==> config.mk <==
export PLATFORM = sky130hd
export DESIGN_NAME = memory_arbiter_flat
export DESIGN_NICKNAME = d
export VERILOG_FILES = /design/src/rtl/memory_arbiter_if.sv /design/src/rtl/memory_arbiter.sv /design/src/flat_wrapper.sv
export SDC_FILE = /design/constraint.sdc
export NUM_CORES = 1
export LEC_CHECK = 0
export BUFFER_PORTS_ARGS = -buffer_cell sky130_fd_sc_hd__clkbuf_2
export CORE_AREA = 2 2 166 168
export CTS_BUF_LIST = sky130_fd_sc_hd__clkbuf_16
export DETAILED_ROUTE_END_ITERATION = 12
export DIE_AREA = 0 0 168 170
export GPL_TIMING_DRIVEN = 0
export PLACE_DENSITY_LB_ADDON = 0.12
export SYNTH_ARGS = -nofsm -noshare
export SYNTH_HDL_FRONTEND = slang
export SYNTH_SLANG_ARGS = --single-unit
==> constraint.sdc <==
create_clock -name CLK -period 3.5 [get_ports CLK]
set_input_delay 0.875 -clock CLK [delete_from_list [all_inputs] [get_ports CLK]]
set_output_delay 0.875 -clock CLK [all_outputs]
set_load 0.01 [all_outputs]
==> src/rtl/memory_arbiter_if.sv <==
// Bundles the per-CPU request/response vectors and the RAM-side bus.
// The arbiter uses the slave modport; the environment drives through master.
interface memory_arbiter_if #(
   parameter int CPUS   = 2,
   parameter int WORD_W = 32,
   parameter int ADDR_W = 32
);
   logic [CPUS-1:0]             iREN;
   logic [CPUS-1:0][ADDR_W-1:0] iaddr;
   logic [CPUS-1:0]             dREN;
   logic [CPUS-1:0]             dWEN;
   logic [CPUS-1:0][ADDR_W-1:0] daddr;
   logic [CPUS-1:0][WORD_W-1:0] dstore;
   logic [CPUS-1:0]             iwait;
   logic [CPUS-1:0][WORD_W-1:0] iload;
   logic [CPUS-1:0]             dwait;
   logic [CPUS-1:0][WORD_W-1:0] dload;
   logic                        ramREN;
   logic                        ramWEN;
   logic [ADDR_W-1:0]           ramaddr;
   logic [WORD_W-1:0]           ramstore;
   logic [WORD_W-1:0]           ramload;
   logic [1:0]                  ramstate;

   modport slave (
      input  iREN, iaddr, dREN, dWEN, daddr, dstore, ramload, ramstate,
      output iwait, iload, dwait, dload, ramREN, ramWEN, ramaddr, ramstore
   );

   modport master (
      output iREN, iaddr, dREN, dWEN, daddr, dstore, ramload, ramstate,
      input  iwait, iload, dwait, dload, ramREN, ramWEN, ramaddr, ramstore
   );
endinterface

==> src/rtl/memory_arbiter.sv <==
// Registered round-robin arbiter between CPUS cache ports and one RAM port.
// Instruction and data traffic keep separate round-robin pointers; a
// saturating counter forces an instruction grant after STARVE_LIMIT data
// completions while instruction fetches wait. Withdrawing the granted
// request aborts the access without disturbing pointers or counter.

// Per-CPU response steering: a lane only sees RAM data and a low wait
// when it owns the live grant.
module memory_arbiter_lane #(
   parameter int WORD_W = 32
) (
   input  logic              i_sel_i,
   input  logic              i_sel_d,
   input  logic              i_ready,
   input  logic [WORD_W-1:0] i_ramload,
   output logic              o_iwait,
   output logic [WORD_W-1:0] o_iload,
   output logic              o_dwait,
   output logic [WORD_W-1:0] o_dload
);
   assign o_iwait = ~(i_sel_i & i_ready);
   assign o_dwait = ~(i_sel_d & i_ready);
   assign o_iload = i_sel_i ? i_ramload : '0;
   assign o_dload = i_sel_d ? i_ramload : '0;
endmodule

module memory_arbiter #(
   parameter int CPUS         = 2,
   parameter int WORD_W       = 32,
   parameter int ADDR_W       = 32,
   parameter int STARVE_LIMIT = 4
) (
   input logic             CLK,
   input logic             RST,
   memory_arbiter_if.slave bus
);
   localparam int IDX_W = (CPUS > 1) ? $clog2(CPUS) : 1;
   localparam int CNT_W = (STARVE_LIMIT > 0) ? $clog2(STARVE_LIMIT + 1) : 1;
   localparam logic [1:0] RAM_ACCESS = 2'd2;

   typedef enum logic {ST_IDLE, ST_GRANT} state_t;

   state_t           r_state,      w_state_nx;
   logic [IDX_W-1:0] r_g_idx,      w_g_idx_nx;
   logic             r_g_data,     w_g_data_nx;
   logic [IDX_W-1:0] r_i_ptr,      w_i_ptr_nx;
   logic [IDX_W-1:0] r_d_ptr,      w_d_ptr_nx;
   logic [CNT_W-1:0] r_starve_cnt, w_starve_cnt_nx;

   logic [CPUS-1:0]  w_dreq;
   logic             w_any_i;
   logic             w_any_d;
   logic             w_starved;
   logic             w_ready;
   logic             w_live;
   logic [IDX_W-1:0] w_i_pick;
   logic [IDX_W-1:0] w_d_pick;
   logic [IDX_W-1:0] w_g_inc;

   logic [CPUS-1:0]             w_sel_i;
   logic [CPUS-1:0]             w_sel_d;
   logic [CPUS-1:0]             w_iwait;
   logic [CPUS-1:0]             w_dwait;
   logic [CPUS-1:0][WORD_W-1:0] w_iload;
   logic [CPUS-1:0][WORD_W-1:0] w_dload;

   // First set request at or after ptr, wrapping at CPUS.
   function automatic logic [IDX_W-1:0] rr_pick(input logic [CPUS-1:0] req,
                                                input logic [IDX_W-1:0] ptr);
      logic [IDX_W:0]   sum;
      logic [IDX_W-1:0] idx;
      logic [IDX_W-1:0] pick;
      logic             found;
      pick  = '0;
      found = 1'b0;
      for (int off = 0; off < CPUS; off++) begin
         sum = {1'b0, ptr} + (IDX_W+1)'(off);
         if (sum >= (IDX_W+1)'(CPUS)) sum = sum - (IDX_W+1)'(CPUS);
         idx = sum[IDX_W-1:0];
         if (!found && req[idx]) begin
            pick  = idx;
            found = 1'b1;
         end
      end
      return pick;
   endfunction

   assign w_dreq    = bus.dREN | bus.dWEN;
   assign w_any_i   = |bus.iREN;
   assign w_any_d   = |w_dreq;
   assign w_starved = (r_starve_cnt == CNT_W'(STARVE_LIMIT));
   assign w_ready   = (bus.ramstate == RAM_ACCESS);
   assign w_i_pick  = rr_pick(bus.iREN, r_i_ptr);
   assign w_d_pick  = rr_pick(w_dreq, r_d_ptr);
   assign w_g_inc   = (r_g_idx == IDX_W'(CPUS - 1)) ? '0 : r_g_idx + 1'b1;

   // The grant stays live only while its owner keeps the request raised;
   // a dropped request is the abort condition.
   assign w_live = (r_state == ST_GRANT) &&
                   (r_g_data ? w_dreq[r_g_idx] : bus.iREN[r_g_idx]);

   // State and grant registers; reset forces IDLE so RAM enables drop at once.
   always_ff @(posedge CLK or posedge RST) begin
      if (RST) begin
         r_state      <= ST_IDLE;
         r_g_idx      <= '0;
         r_g_data     <= 1'b0;
         r_i_ptr      <= '0;
         r_d_ptr      <= '0;
         r_starve_cnt <= '0;
      end else begin
         r_state      <= w_state_nx;
         r_g_idx      <= w_g_idx_nx;
         r_g_data     <= w_g_data_nx;
         r_i_ptr      <= w_i_ptr_nx;
         r_d_ptr      <= w_d_ptr_nx;
         r_starve_cnt <= w_starve_cnt_nx;
      end
   end

   // Arbitrate in IDLE; in GRANT wait for ACCESS or abort on withdrawal.
   always_comb begin
      w_state_nx      = r_state;
      w_g_idx_nx      = r_g_idx;
      w_g_data_nx     = r_g_data;
      w_i_ptr_nx      = r_i_ptr;
      w_d_ptr_nx      = r_d_ptr;
      w_starve_cnt_nx = r_starve_cnt;
      case (r_state)
         ST_IDLE: begin
            if (w_starved && w_any_i) begin
               w_state_nx  = ST_GRANT;
               w_g_data_nx = 1'b0;
               w_g_idx_nx  = w_i_pick;
            end else if (w_any_d) begin
               w_state_nx  = ST_GRANT;
               w_g_data_nx = 1'b1;
               w_g_idx_nx  = w_d_pick;
            end else if (w_any_i) begin
               w_state_nx  = ST_GRANT;
               w_g_data_nx = 1'b0;
               w_g_idx_nx  = w_i_pick;
            end
         end
         ST_GRANT: begin
            if (!w_live) begin
               w_state_nx = ST_IDLE;
            end else if (w_ready) begin
               w_state_nx = ST_IDLE;
               if (r_g_data) begin
                  w_d_ptr_nx = w_g_inc;
                  if (!w_any_i)       w_starve_cnt_nx = '0;
                  else if (!w_starved) w_starve_cnt_nx = r_starve_cnt + 1'b1;
               end else begin
                  w_i_ptr_nx      = w_g_inc;
                  w_starve_cnt_nx = '0;
               end
            end
         end
      endcase
   end

   // RAM side driven purely from the grant registers and the owner's request.
   always_comb begin
      bus.ramREN   = 1'b0;
      bus.ramWEN   = 1'b0;
      bus.ramaddr  = '0;
      bus.ramstore = '0;
      if (w_live) begin
         if (r_g_data) begin
            bus.ramaddr = bus.daddr[r_g_idx];
            if (bus.dWEN[r_g_idx]) begin
               bus.ramWEN   = 1'b1;
               bus.ramstore = bus.dstore[r_g_idx];
            end else begin
               bus.ramREN = 1'b1;
            end
         end else begin
            bus.ramaddr = bus.iaddr[r_g_idx];
            bus.ramREN  = 1'b1;
         end
      end
   end

   for (genvar g = 0; g < CPUS; g++) begin : g_lane
      assign w_sel_i[g] = w_live & ~r_g_data & (r_g_idx == IDX_W'(g));
      assign w_sel_d[g] = w_live &  r_g_data & (r_g_idx == IDX_W'(g));
      memory_arbiter_lane #(.WORD_W(WORD_W)) u_lane (
         .i_sel_i   (w_sel_i[g]),
         .i_sel_d   (w_sel_d[g]),
         .i_ready   (w_ready),
         .i_ramload (bus.ramload),
         .o_iwait   (w_iwait[g]),
         .o_iload   (w_iload[g]),
         .o_dwait   (w_dwait[g]),
         .o_dload   (w_dload[g])
      );
   end

   assign bus.iwait = w_iwait;
   assign bus.dwait = w_dwait;
   assign bus.iload = w_iload;
   assign bus.dload = w_dload;
endmodule

==> src/flat_wrapper.sv <==
// flat-port wrapper written by rule: the top's interface ports become plain ports
module memory_arbiter_flat 
#(
   parameter int CPUS         = 2,
   parameter int WORD_W       = 32,
   parameter int ADDR_W       = 32,
   parameter int STARVE_LIMIT = 4
)
  (CLK, RST, bus_iREN, bus_iaddr, bus_dREN, bus_dWEN, bus_daddr, bus_dstore, bus_ramload, bus_ramstate, bus_iwait, bus_iload, bus_dwait, bus_dload, bus_ramREN, bus_ramWEN, bus_ramaddr, bus_ramstore);
  memory_arbiter_if #(.CPUS(CPUS), .WORD_W(WORD_W), .ADDR_W(ADDR_W)) bus_i ();
  input logic CLK;
  input logic RST;
  input wire logic [$bits(bus_i.iREN)-1:0] bus_iREN;
  input wire logic [$bits(bus_i.iaddr)-1:0] bus_iaddr;
  input wire logic [$bits(bus_i.dREN)-1:0] bus_dREN;
  input wire logic [$bits(bus_i.dWEN)-1:0] bus_dWEN;
  input wire logic [$bits(bus_i.daddr)-1:0] bus_daddr;
  input wire logic [$bits(bus_i.dstore)-1:0] bus_dstore;
  input wire logic [$bits(bus_i.ramload)-1:0] bus_ramload;
  input wire logic [$bits(bus_i.ramstate)-1:0] bus_ramstate;
  output wire logic [$bits(bus_i.iwait)-1:0] bus_iwait;
  output wire logic [$bits(bus_i.iload)-1:0] bus_iload;
  output wire logic [$bits(bus_i.dwait)-1:0] bus_dwait;
  output wire logic [$bits(bus_i.dload)-1:0] bus_dload;
  output wire logic [$bits(bus_i.ramREN)-1:0] bus_ramREN;
  output wire logic [$bits(bus_i.ramWEN)-1:0] bus_ramWEN;
  output wire logic [$bits(bus_i.ramaddr)-1:0] bus_ramaddr;
  output wire logic [$bits(bus_i.ramstore)-1:0] bus_ramstore;
  assign bus_i.iREN = bus_iREN;
  assign bus_i.iaddr = bus_iaddr;
  assign bus_i.dREN = bus_dREN;
  assign bus_i.dWEN = bus_dWEN;
  assign bus_i.daddr = bus_daddr;
  assign bus_i.dstore = bus_dstore;
  assign bus_i.ramload = bus_ramload;
  assign bus_i.ramstate = bus_ramstate;
  assign bus_iwait = bus_i.iwait;
  assign bus_iload = bus_i.iload;
  assign bus_dwait = bus_i.dwait;
  assign bus_dload = bus_i.dload;
  assign bus_ramREN = bus_i.ramREN;
  assign bus_ramWEN = bus_i.ramWEN;
  assign bus_ramaddr = bus_i.ramaddr;
  assign bus_ramstore = bus_i.ramstore;
  memory_arbiter #(.CPUS(CPUS), .WORD_W(WORD_W), .ADDR_W(ADDR_W), .STARVE_LIMIT(STARVE_LIMIT)) u_core (.CLK(CLK), .RST(RST), .bus(bus_i));
endmodule
Yosys cells after proc, flatten, opt, wreduce, memory -nomap -nowiden
Cells that the tools add are included.
{ "op_classes": {"n_lt_le_gt_ge": 9, "n_addsub": 8, "n_eq_ne": 3, "n_mux": 62, "n_bitwise": 18, "reduce_logical": 13} }
{ "ops": {"columns": ["cell", "count"], "rows": [
  ["32-bit two-way mux", 15],
  ["1-bit two-way mux", 43],
  ["4-bit AND reduction", 3],
  ["1-bit bitwise AND", 10],
  ["1-bit by 2-bit less-than comparator with 1-bit output (second input constant)", 5],
  ["3-bit two-way mux", 3],
  ["1-bit NOT", 7],
  ["1-bit by 1-bit adder with 2-bit output (second input constant)", 2],
  ["1-bit by 2-bit >= comparator with 1-bit output (second input constant)", 2],
  ["2-bit >= comparator (second input constant)", 2],
  ["1-bit logical AND", 4],
  ["2-bit OR reduction", 2],
  ["1-bit subtractor (second input constant)", 4],
  ["3-bit by 1-bit adder with 3-bit output (second input constant)", 1],
  ["3-bit equality test (second input constant)", 1],
  ["3-bit != test (second input constant)", 1],
  ["3-bit nonzero test", 1],
  ["2-bit equality test (second input constant)", 1],
  ["1-bit zero test", 2],
  ["2-bit bitwise OR", 1],
  ["1-bit one-hot mux with 2 select lines", 1],
  ["2-bit AND reduction", 1],
  ["1-bit adder (second input constant)", 1]
]} }
{ "word_totals": {"output_inout_bits": 198, "ff_bits": 8, "word_cells": 119, "in_bits": 234} }

Longest topological paths before layout
Gate-level depths: netlist of run 1.
{ "depth": {"word_depth": 11, "ltp_mapped": 7, "ltp_nobuf": 6} }

By module
Synthesis of run 1 repeated with hierarchy kept, for this count alone.
{ "hier_totals": {"cells_unflattened": 393, "area_unflattened_um2": 2869.0} }
{ "by_module_without_submodules": {"columns": ["module", "instances", "area_per_inst_um2", "cells_per_inst", "seq_area_each_um2"], "rows": [
  ["memory_arbiter", 1, 1963.1, 249, 200.2],
  ["memory_arbiter_lane", 2, 452.9, 72, 0.0]
]} }

Worst setup path before layout of run 1
Ideal clock, no wire load.
{ "synth_timing": {"path_type": "input to output", "start": "in bus_ramstate[1]", "end": "out bus_iwait[1]", "required_time_ns": 2.625, "path_slack_ns": 0.845, "t_arrival_ns": 1.780, "stages": 5, "path_buffers": 2, "path_cell_list": "nor2b_1 > clkbuf_1 > nand2_1 > or2_2 > buf_4"} }
{ "synth_between": {"elab_chain_cells": 3} }
{ "synth_lines": {"columns": ["item", "line_no", "rtl"], "rows": [
  ["start: declaration", "flat_wrapper.sv:20", "input wire logic [$bits(bus_i.ramstate)-1:0] bus_ramstate;"],
  ["2-bit equality test", "memory_arbiter.sv:92", "assign w_ready = (bus.ramstate == RAM_ACCESS);"],
  ["1-bit bitwise AND", "memory_arbiter.sv:21", "assign o_iwait = ~(i_sel_i & i_ready);"],
  ["1-bit NOT", "memory_arbiter.sv:21", null],
  ["end: declaration", "flat_wrapper.sv:21", "output wire logic [$bits(bus_i.iwait)-1:0] bus_iwait;"]
]} }
Every way passes these cells.

Worst setup path after layout of run 1
{ "layout_timing": {"start": "in bus_iREN[0]", "end": "out bus_ramaddr[12]"} }
{ "layout_between": {"elab_chain_cells": 5} }
{ "layout_lines": {"columns": ["item", "line_no", "rtl"], "rows": [
  ["start: declaration", "flat_wrapper.sv:13", "input wire logic [$bits(bus_i.iREN)-1:0] bus_iREN;"],
  ["1-bit two-way mux (implied by the code) (2 in a row)", "memory_arbiter.sv:100", "(r_g_data ? w_dreq[r_g_idx] : bus.iREN[r_g_idx]);"],
  ["1-bit two-way mux", "memory_arbiter.sv:100", null],
  ["1-bit logical AND", "memory_arbiter.sv:99", "assign w_live = (r_state == ST_GRANT) &&"],
  ["32-bit two-way mux", "memory_arbiter.sv:169", "if (w_live) begin"],
  ["end: declaration", "flat_wrapper.sv:27", "output wire logic [$bits(bus_i.ramaddr)-1:0] bus_ramaddr;"]
]} }
Every way passes these cells. The select of a mux whose other input is x is not followed.

==> metrics.cfg, run 1 <==
[status]
status=finished clean

[sta]
setup_violations=0
tns_ns=0
relSlewSlack_pct=50.2
finalHoldViolCount=0
holdWs_ns=0.501
skew_ns=0.000974
post-route-min-period_ns=3.29
finalMaxSlewViolations=0
final.setup.worst_slack_ns=0.210
fin_crit_sh_pct=94.0
rsz0062_at_grt=false
worstMarginPinSlew_ns=0.744
fmax_mhz=304

[drt]
first_pass_iters=4
antenna_left=0
route.final.wire_length_um=20500
drc=0
viasPerCell=3.89
num_vias=4600
drt_iter0_drc=132
wl_per_cell_um=17.3

[floorplan]
chipHeight_um=170
initial_core_util_pct=10.3
num_io_pins=432
rows=60
die-area_um2=28600
die_w_um=168
coreArea_um2=26700

[worst_setup_path]
crit_fanout=10
rrSetupSlack_ns=1.70
crit_family=buffers and inverters
crit_cells=6
crit_path_end_kind=primary output
r2r-end=u_core.r_i_ptr
cp_common_cell=clkbuf_2
worst-endpoint-required_ns=2.62
worstPathCellList=clkbuf_2 -> mux2_4 -> nand3_1 -> clkbuf_1 -> o21ai_0 -> clkbuf_2
timing.rr.start=u_core.r_g_data
startpoint=bus_iREN[0]
cp_slowest_cell=clkbuf_1
cp_slowest_stage_delay_ns=0.43
cp.arrival_ns=2.42
critPathKind=input port to primary output
r2r_cells=6
worstSetupStartpointType=input port
crit_path_end=bus_ramaddr[12]
critPathBufInv=3

[cells_and_area]
fillers=3143
multi_input_area_um2=2310
final_cell_area_um2=5480
final-seq-area_um2=200
final_cell_mix=431 x clkbuf_2, 96 x and2_1, 57 x mux2i_1
n_antenna_cell=0
final_net_count=1080
mostFrequentLayoutCell=clkbuf_2
syn2layout_area_growth_pct=98.6
drive_gt1_share_pct=56.7

[global_route]
grt_pass1_wl_um=29000
grt-ovfl-total=0
grt_max_degree=11
grt_pass1_vias=4679
grt_antenna_before_repair=0
grtUsageTotal_pct=13.3

[synth]
synth.area.mux_share_pct=21.6
synth-adder-area-share_pct=0.907
synth-seq-cells=8
yosys_warnings=0
synthesis.nets=636
synth_area_um2=2760
yosysSeqAreaShare_pct=7.26
ys_types=41
synth_top_family_by_area=simple AND/OR/NAND/NOR gates
syn_avg_cell_area_um2=6.89
async_reset_ff_share_pct=100
syn_inst=400
synth_edf_count=0
synth_compound_area_share_pct=21.4
synthFlopType=dfrtp_1
synth-simple-area-share_pct=40.0
synth_xor_area_share_pct=0

[pwr]
pwr-share-comb_pct=88.3
switchingPower_uw=1700
power.density_nw_per_um2=560
ir_worst_vdd_uv=172
internal_power_uw=1360
switching_share_pct=55.6
total_power_uw=3070
pwr-share-clk_pct=6.2
p_seq_share_pct=5.4
leakagePower_uw=0.00328

[clock_tree]
clock_sink_count=8
cts_tree=done
cts_setup_buffers=8
clk-insertion-delay-late_ns=0.23
clock_path_buffers=2
htree_levels=1
post_cts_resize_count=0
cts_hold_buf=0
clkTransAtPathRegs_ns=0.04
numCtsBuffers=3
root_buffer=clkbuf_16

[min_path]
hp-class=register to register

[place]
gp_congestion=0.791
pre_cts_ws_ns=-0.0717
numPortBuffers=431
dpl_cell_area_um2=5340
dp_hpwl_um=18000

[run]
cap_violations=0

layout make-up:
type                            instances  share of cell area (%)
Inverter                                7                   0.480
Tap cell                              341                    7.79
Buffer                                 43                    3.95
Timing Repair Buffer                  439                    40.5
Multi-Input combinational cell        342                    42.3
Clock buffer                            3                    1.37
Sequential cell                         8                    3.66
state kept, by name, indices dropped and copies added (netlist names):
name,flops
u_core.r_d_ptr,1
u_core.r_g_data,1
u_core.r_g_idx,1
u_core.r_i_ptr,1
u_core.r_starve_cnt,3
u_core.r_state,1
cells in the mapped netlist, types with 2 or more instances:
cell      instances  area, um2
mux2i_1          57        571
nor4_1            2       12.5
and3_1           32        200
nor3_4            2       32.5
and2_1           96        601
clkbuf_1         16       60.1
inv_1             6       22.5
o221ai_1          2       17.5
ha_1              2       25.0
a21oi_1           2       10.0
nor2_1           39        146
nand2_1           9       33.8
buf_6             2       22.5
buf_4             4       30.0
o21ai_0          35        175
dfrtp_1           8        200
buf_2            20        100
nand3_1           3       15.0
a22oi_1          41        308
cell families after synthesis:
logic type / count (synthesis)
DFF: 8
muxes: 59
adders and majority gates: 2
AOI/OAI and AO/OA: 90
and+or+nand+nor: 191
buffers and inverters: 50
power by group through the flow:
stage	sequential [uW]	clock (uW)	combinational, uW
floorplan	159	0	1530
global placement	168	0	2760
detailed placement	167	0	2750
CTS	165	196	2800
global route	172	202	2980
finish	166	191	2710
per-stage QoR:
step / cells / util [%]
6_report: 1183 / 20.5
5_1_grt: 1183 / 20.5
4_1_cts: 1183 / 20.5
3_5_place_dp: 1172 / 20.0
3_3_place_gp: 1172 / 20.0
2_1_floorplan: 400 / -
per-layer routing:
layer,global-route usage (%),up-vias,part of all wire [%]
li1,-,2295,-
met1,14.3,2076,38
met2,27.3,225,55
met3,2.77,4,7.1
met4,0.945,0,0.19
met5,0,-,0
worst min-delay path by stage:
stage / start / endpoint / cells after the start
after CTS: u_core.r_starve_cnt[2] / u_core.r_starve_cnt[2] / 1
after detailed placement: u_core.r_starve_cnt[2] / u_core.r_starve_cnt[2] / 1
after global placement: u_core.r_starve_cnt[2] / u_core.r_starve_cnt[2] / 1
final: u_core.r_starve_cnt[2] / u_core.r_starve_cnt[2] / 1
after global routing: u_core.r_starve_cnt[2] / u_core.r_starve_cnt[2] / 1
after floorplan: u_core.r_starve_cnt[2] / u_core.r_starve_cnt[2] / 1
worst register-to-register path, delay by kind of cell, from the launching register on:
| kind | cells | cell delay (ns) |
|---|---|---|
| buffers and inverters | 4 | 1.05 |
| DFF | 1 | 0.34 |
| AOI/OAI and AO/OA | 1 | 0.17 |
| and+or+nand+nor | 1 | 0.18 |
Power figures use the tool's default switching activity.
==> inputs of run 2 (changes only) <==
--- a/config.mk
+++ b/config.mk
@@ -12,6 +12,7 @@
 export DIE_AREA = 0 0 168 170
 export GPL_TIMING_DRIVEN = 0
 export PLACE_DENSITY_LB_ADDON = 0.12
+export RECOVER_POWER = 25
 export SYNTH_ARGS = -nofsm -noshare
 export SYNTH_HDL_FRONTEND = slang
 export SYNTH_SLANG_ARGS = --single-unit
==> metrics.cfg, run 2 (synthesis results as in run 1) <==
[sta]
setup_violations=0  ; unchanged
relSlewSlack_pct=50.2  ; about the same
rsz0062_at_grt=false
fin_crit_sh_pct=94.1  ; about the same
fmax_mhz=304  ; about the same
skew_ns=0.00123  ; +0.000259 ns
post-route-min-period_ns=3.29  ; +0.00237 ns
holdWs_ns=0.501  ; +0.000415 ns
final.setup.worst_slack_ns=0.208  ; -0.00237 ns
finalMaxSlewViolations=0  ; unchanged
finalHoldViolCount=0  ; unchanged
worstMarginPinSlew_ns=0.744  ; +0.0000979 ns

[worst_setup_path]
crit_fanout=10  ; unchanged
r2r_cells=6  ; unchanged
rrSetupSlack_ns=1.62  ; -0.08 ns
critPathKind=input port to primary output
crit_path_end_kind=primary output
cp.arrival_ns=2.42  ; about the same
worstSetupStartpointType=input port
worst-endpoint-required_ns=2.62  ; about the same

[pwr]
pwr-share-clk_pct=6.3  ; about the same
pwr-share-comb_pct=88.2  ; about the same
power.density_nw_per_um2=560  ; about the same
switching_share_pct=55.9  ; +0.33 points
leakagePower_uw=0.00318  ; -3.1%
ir_worst_vdd_uv=172  ; about the same
p_seq_share_pct=5.5  ; about the same
total_power_uw=3040  ; -0.73%
switchingPower_uw=1700  ; -0.13%
internal_power_uw=1340  ; -1.5%

[drt]
drt_iter0_drc=132  ; unchanged
viasPerCell=3.90  ; +0.28%
first_pass_iters=4  ; unchanged
wl_per_cell_um=17.4  ; +0.18%
antenna_left=0  ; unchanged
num_vias=4613  ; +0.28%
drc=0  ; unchanged
route.final.wire_length_um=20600  ; +0.18%

[cells_and_area]
largest_reg_flops=3  ; unchanged
utilization_pct=20.4  ; -0.15 points
multi_input_area_um2=2310  ; -0.16%
regMostFlops=u_core.r_starve_cnt
final-seq-area_um2=200  ; unchanged
drive_gt1_share_pct=53.2  ; -3.4 points
mostFrequentLayoutCell=clkbuf_2
n_antenna_cell=0  ; unchanged
fillers=3159  ; +0.51%
syn2layout_area_growth_pct=97.1
final_cell_mix=409 x clkbuf_2, 92 x and2_1, 57 x mux2i_1
layoutNonFillerInstCount=1183  ; unchanged
final_net_count=1080  ; unchanged

[clock_tree]
clk-insertion-delay-late_ns=0.23  ; about the same
clock_sink_count=8  ; unchanged
htree_levels=1  ; unchanged
cts_hold_buf=0  ; unchanged
clock_path_buffers=2  ; unchanged
numCtsBuffers=3  ; unchanged
root_buffer=clkbuf_16
clkTransAtPathRegs_ns=0.04  ; about the same
cts_tree=done

[floorplan]
num_io_pins=432  ; unchanged
initial_core_util_pct=10.3  ; unchanged
chipHeight_um=170  ; unchanged
coreArea_um2=26700  ; unchanged
rows=60  ; unchanged
die-area_um2=28600  ; unchanged
die_w_um=168  ; unchanged

[global_route]
grt_pass1_wl_um=29000  ; unchanged
grt-ovfl-total=0  ; unchanged
grt_pass1_vias=4679  ; unchanged
grt_max_degree=11  ; unchanged
grt_antenna_before_repair=0  ; unchanged
grtUsageTotal_pct=13.3  ; unchanged

[run]
cap_violations=0  ; unchanged

[status]
status=finished clean

[place]
dp_cells=1172  ; unchanged
gp_congestion=0.791  ; unchanged
pre_cts_ws_ns=-0.0717  ; unchanged
numPortBuffers=431  ; unchanged
dp_hpwl_um=18000  ; unchanged

[min_path]
hold_depth=1  ; unchanged
hp-class=register to register

run 2: final timing paths:
| path | start | end |
|---|---|---|
| worst max register to register | u_core.r_g_idx | u_core.r_starve_cnt[1] |
| worst max-delay path | bus_dWEN[1] | bus_ramstore[9] |
| worst min-delay path | u_core.r_starve_cnt[2] | u_core.r_starve_cnt[2] |
| max in group asynchronous | RST | u_core.r_g_data |
| worst min register to register | u_core.r_starve_cnt[2] | u_core.r_starve_cnt[2] |
| min in group asynchronous | RST | u_core.r_starve_cnt[1] |
run 2: critical path, cell delays in order:
cell and delay, ns:
clkbuf_2 0.12, nor3b_1 0.08, nor3_2 0.36, nand2_1 0.31, buf_2 0.30, nor2_1 0.20, clkbuf_2 0.17
run 2: power groups by stage:
stage,registers (uW),clock network (uW),logic (uW)
6_report,166,192,2690
5_1_grt,172,202,2960
4_1_cts,165,196,2800
3_5_place_dp,167,0,2750
3_3_place_gp,168,0,2760
2_1_floorplan,159,0,1530
run 2: stage by stage:
step / instance area (um2) / setup TNS (ns)
after CTS: 5480 / 0
after floorplan: 2760 / 0
after global routing: 5440 / 0
final: 5440 / 0
after detailed placement: 5340 / -0.377
after global placement: 5340 / -0.235
run 2: per-layer routing:
layer | wire length [um] | part of all wire [%] | GRT usage, % | up-vias
met2 | 11300 | 55 | 27.3 | 220
met4 | 44 | 0.21 | 0.945 | 0
met5 | 0 | 0 | 0 | -
met3 | 1450 | 7.1 | 2.77 | 5
met1 | 7750 | 38 | 14.3 | 2090
li1 | - | - | - | 2298
run 2: final cells by class:
cell class | count | share of cell area [%]
Timing Repair Buffer | 439 | 40.2
Clock buffer | 3 | 1.38
Buffer | 43 | 3.89
Inverter | 7 | 0.483
Multi-Input combinational cell | 342 | 42.5
Tap cell | 341 | 7.85
Sequential cell | 8 | 3.68
run 2: timing repair:
| action | in CTS | in global routing |
|---|---|---|
| setup endpoints to repair | 11 | 0 |
| resized for setup | 0 | 0 |
| setup buffers | 8 | 0 |
